<file path="src/rtl/md_unit.sv">
// md_unit: HI/LO multiply/divide unit with a fixed-latency busy window and mthi/mtlo moves.
// Divide support (div/divu) is compiled in only when MD_UNIT_DIV_EN is defined.
module md_unit #(
    parameter int MULT_CYCLES = 5,
    parameter int DIV_CYCLES  = 10
) (
    input  logic        clk,
    input  logic        reset,
    input  logic        start,
    input  logic [2:0]  md_op,
    input  logic [31:0] src_A,
    input  logic [31:0] src_B,
    output logic        busy,
    output logic [31:0] hi,
    output logic [31:0] lo
);
    localparam int DATA_W = 32;
    localparam logic [3:0] MULT_LD = 4'(MULT_CYCLES);
    localparam logic [2:0] OP_MULT  = 3'b000;
    localparam logic [2:0] OP_MULTU = 3'b001;
    localparam logic [2:0] OP_MTHI  = 3'b100;
    localparam logic [2:0] OP_MTLO  = 3'b101;
`ifdef MD_UNIT_DIV_EN
    localparam logic [3:0] DIV_LD   = 4'(DIV_CYCLES);
    localparam logic [2:0] OP_DIV   = 3'b010;
    localparam logic [2:0] OP_DIVU  = 3'b011;
`endif

    if (MULT_CYCLES < 1 || MULT_CYCLES > 15) begin : g_mult_range
        $error("MULT_CYCLES must be in 1..15");
    end
    if (DIV_CYCLES < 1 || DIV_CYCLES > 15) begin : g_div_range
        $error("DIV_CYCLES must be in 1..15");
    end

    typedef enum logic {IDLE, BUSY} state_t;

    state_t              state;
    logic [3:0]          cnt;
    logic                uns_p0;
    logic [DATA_W-1:0]   a_p0;
    logic [DATA_W-1:0]   b_p0;
`ifdef MD_UNIT_DIV_EN
    logic                div_p0;
`endif
    logic [2*DATA_W-1:0] res_p0;
    logic                wr_ok;

    // Sign- or zero-extend to 64 bits so one multiplier serves both mult and multu.
    function automatic logic [2*DATA_W-1:0] mul_full(input logic [DATA_W-1:0] a,
                                                     input logic [DATA_W-1:0] b,
                                                     input logic              sgn);
        logic signed [2*DATA_W-1:0] ea;
        logic signed [2*DATA_W-1:0] eb;
        logic signed [2*DATA_W-1:0] p;
        ea = sgn ? {{DATA_W{a[DATA_W-1]}}, a} : {{DATA_W{1'b0}}, a};
        eb = sgn ? {{DATA_W{b[DATA_W-1]}}, b} : {{DATA_W{1'b0}}, b};
        p  = ea * eb;
        return p;
    endfunction

`ifdef MD_UNIT_DIV_EN
    // Divide magnitudes, then restore signs: quotient truncates toward zero,
    // remainder follows the dividend. 0x80000000 / -1 wraps to 0x80000000.
    function automatic logic [2*DATA_W-1:0] div_full(input logic [DATA_W-1:0] a,
                                                     input logic [DATA_W-1:0] b,
                                                     input logic              sgn);
        logic              na;
        logic              nb;
        logic [DATA_W-1:0] ua;
        logic [DATA_W-1:0] ub;
        logic [DATA_W-1:0] q;
        logic [DATA_W-1:0] r;
        na = sgn & a[DATA_W-1];
        nb = sgn & b[DATA_W-1];
        ua = na ? -a : a;
        ub = nb ? -b : b;
        q  = ua / ub;
        r  = ua % ub;
        if (na ^ nb) q = -q;
        if (na)      r = -r;
        return {r, q};
    endfunction
`endif

    always_comb begin
        res_p0 = mul_full(a_p0, b_p0, !uns_p0);
        wr_ok  = 1'b1;
`ifdef MD_UNIT_DIV_EN
        if (div_p0) begin
            res_p0 = div_full(a_p0, b_p0, !uns_p0);
            wr_ok  = (b_p0 != '0);
        end
`endif
    end

    always_ff @(posedge clk) begin
        if (reset) begin
            state <= IDLE;
            busy  <= 1'b0;
            cnt   <= '0;
            hi    <= '0;
            lo    <= '0;
        end else begin
            case (state)
                IDLE: begin
                    if (start) begin
                        case (md_op)
                            OP_MULT, OP_MULTU: begin
                                state  <= BUSY;
                                busy   <= 1'b1;
                                cnt    <= MULT_LD;
                                uns_p0 <= md_op[0];
`ifdef MD_UNIT_DIV_EN
                                div_p0 <= 1'b0;
`endif
                                a_p0   <= src_A;
                                b_p0   <= src_B;
                            end
`ifdef MD_UNIT_DIV_EN
                            OP_DIV, OP_DIVU: begin
                                state  <= BUSY;
                                busy   <= 1'b1;
                                cnt    <= DIV_LD;
                                uns_p0 <= md_op[0];
                                div_p0 <= 1'b1;
                                a_p0   <= src_A;
                                b_p0   <= src_B;
                            end
`endif
                            OP_MTHI: hi <= src_A;
                            OP_MTLO: lo <= src_A;
                            default: ;
                        endcase
                    end
                end
                BUSY: begin
                    // Result lands on the same edge that busy falls.
                    if (cnt == 4'd1) begin
                        state <= IDLE;
                        busy  <= 1'b0;
                        cnt   <= '0;
                        if (wr_ok) {hi, lo} <= res_p0;
                    end else begin
                        cnt <= cnt - 4'd1;
                    end
                end
                default: state <= IDLE;
            endcase
        end
    end
endmodule

</file>
<file path="config.mk">
export PLATFORM = sky130hd
export DESIGN_NAME = md_unit
export DESIGN_NICKNAME = d
export VERILOG_FILES = /design/src/rtl/md_unit.sv
export SDC_FILE = /design/constraint.sdc
export NUM_CORES = 2
export LEC_CHECK = 0
export CAP_MARGIN = 20
export CORE_UTILIZATION = 60
export DETAILED_ROUTE_END_ITERATION = 16
export MAX_ROUTING_LAYER = met4
export PLACE_DENSITY = 0.81
export SLEW_MARGIN = 0
export SYNTH_ARGS = -nofsm -noshare
export SYNTH_HDL_FRONTEND = slang
export SYNTH_SLANG_ARGS = --single-unit
</file>
<file path="constraint.sdc">
create_clock -name clk -period 9.5 [get_ports clk]
set_input_delay 2.375 -clock clk [delete_from_list [all_inputs] [get_ports clk]]
set_output_delay 2.375 -clock clk [all_outputs]
set_load 0.01 [all_outputs]
</file>
==> results.md <==
- Detailed placement HPWL: 129000 um
- Crit Path Max Fanout: 16
- Die Wd: 300 um
- Number of global-route vias before repair: 42.2k
- Crit start category: register
- Clock skew: 0.0227 ns
- Syn Area/Cell: 9.61 um^2
- Seq/Total Area, Yosys: 6.30%
- Placed Cells: 6716
- Number of buffers added on ports: 134
- Die H: 300 um
- Area of the multi-input gates: 43200 um^2
- All-Layer GR Usage: 37.8%
- Min Clock Period, post-route: 9.11 ns
- Total CTS buffers: 17
- Largest net degree at the start of global routing: 74
- Status: complete, no violations
- Root buffer cell: clkbuf_16
- DRT Wirelength: 154000 um
- EDFF count, synth: 65
- Final setup fails: 0
- Cts hold-fix bufs: 0
- Asr flop ratio synth: 0%
- Drt drc: 0
- Placer Congestion: 1.01
- Final std cells w/o fill: 6789
- Mapped Area: 53200 um^2
- Core area: 87300 um^2
- Routed wire per std cell: 22.7 um
- Num ports: 135
- Fin Hold WS: 0.465 ns
- Commonest non-fill, non-tap cell in the layout: inv_1
- GRT Residual Overflow: 0
- CP most frequent cell: fa_1
- Clock Sinks: 135
- Area Overhead vs Synth: 8.27%
- Least-Margin Pin Slew: 1.00 ns
- Metal-1 WL: 60900 um
- Final Max Slew Viols: 0
- Share of cells above drive strength 1: 4.63%
- Synth cell types: 69
- # fillers: 6855
- DR top layer: met4
- First-pass GRT wire length: 246000 um
- Initial antenna violation count: 2
- Post-Syn Nets: 7374
- Rel. slew slack: 33.1%
- DRT antenna net count: 0
- Final Core Density: 66.0%
- First-pass DRT Iterations: 6
- Commonest register cell after synthesis: dfxtp_1
- MaxCap Viol Count: 0
- Register area: 3350 um^2
- Starting density of the core: 60.9%
- Critical path's slowest cell: fa_1
- Finished Cell Area: 57600 um^2
- Bufs on Longest Clock Path: 2
- Final hold vios: 0
- CP Class: register to register
- DR vias/cell: 5.64
- Detailed-route via count: 38.3k
- Clock latency at the later pin of the worst-skew pair: 0.51 ns
- Rows: 108
- Met2 wire length: 66800 um
- Ys Warns: 0
- CTS tree: built
- Final Cycle Share: 95.9%
- Synth Register Bits: 135
- DR WL met3: 21800 um
- Most frequent cells in the layout: 1517 x inv_1, 1418 x fa_1, 633 x and2_1, 540 x nand2_1, 349 x ha_1
- NumNets Final: 7460
- CTS clk-pin slew, worst paths: 0.07 ns
- Worst EP required: 9.87 ns
- Fmax: 0.110 GHz
- Arrival time at the worst endpoint: 9.48 ns
- Syn Inst Count: 5533
- Post-DP Area: 56500 um^2
- Full die area: 89800 um^2
- 1st-iter DRT viols: 3242
- CP peak stage delay: 0.55 ns
- CTS H-Tree Depth: 4
- Worst hold path type: register to register
- Setup crit end kind: register
[metrics by stage]
step	worst slack (ns)	TNS, ns
floorplan	0.266	0
detailed placement	0.157	0
global route	-0.0265	-0.0265
global placement	0.293	0
CTS	0.109	0
finish	0.388	0
[registers in the layout (all words and copies together), names as in the netlist]
signal / cells
uns_p0: 1
lo: 32
hi: 32
b_p0: 32
a_p0: 32
state: 1
busy: 1
cnt: 4
[Yosys cell counts, drive strengths merged, types with 15 or more instances]
library cell	instances	share of area, %
a211oi	39	0.55
inv	1517	11
o21ai	38	0.38
and2	634	7.5
nand2	540	3.8
a311oi	18	0.30
clkbuf	255	1.8
nor3	41	0.39
nor2	127	0.90
nor2b	19	0.22
a21o	36	0.51
a21oi	84	0.80
xnor2	93	1.5
edfxtp	65	3.7
ha	350	8.2
dfxtp	70	2.6
nand3	15	0.15
fa	1421	53
xor2	22	0.36
[metal layers]
layer,GRT usage (%),vias up
met5,-,-
met4,9.32,0
met3,12.4,297
met2,53.9,2215
met1,52.4,19700
li1,-,16100
[repair_timing]
action / in CTS / in global routing
setup buffers: 0 / 39
gates resized for setup: 0 / 15
setup endpoints to repair: 0 / 15
[worst paths after layout]
check	start	end	slack, ns	cells after the start
setup reg to reg	b_p0[7]$_DFFE_PP_	hi[9]$_SDFFE_PP0P_	0.39	32
hold / removal	busy$_SDFFE_PP0P_	busy$_SDFFE_PP0P_	0.46	1
setup / recovery	b_p0[7]$_DFFE_PP_	hi[9]$_SDFFE_PP0P_	0.39	32
hold reg to reg	busy$_SDFFE_PP0P_	busy$_SDFFE_PP0P_	0.46	1
[worst max-delay path, delay by kind of cell, from the launching register on]
kind / cells / cell delay (ns)
compound gates: 6 / 1.78
xor+xnor: 1 / 0.16
fa+ha+maj: 11 / 5.00
buf+inv: 10 / 1.00
flops: 1 / 0.37
simple gates: 4 / 0.67
[kinds of logic (layout without fill, tap and decap cells)]
kind of cell | Yosys count | in the layout | share of synthesized area, %
xor+xnor | 115 | 115 | 1.89
simple gates | 1424 | 1424 | 13.5
flops | 135 | 135 | 6.30
compound gates | 297 | 297 | 3.81
buf+inv | 1782 | 1881 | 12.6
mux | 7 | 7 | 0.134
other cells | 0 | 2 | 0
fa+ha+maj | 1773 | 1773 | 61.8
[layout make-up]
cell class / instances / share of cell area [%]
flip-flops and latches: 135 / 5.83
inverters: 1518 / 9.89
clock inverters: 15 / 0.315
diodes: 2 / 0.00869
repair buffers: 331 / 5.68
multi-input cells: 3616 / 75.0
clock buffers: 17 / 0.739
well taps: 1155 / 2.51
Power is not shown: default switching activity piles up to over one toggle a cycle in this logic, so the estimate is an artifact.
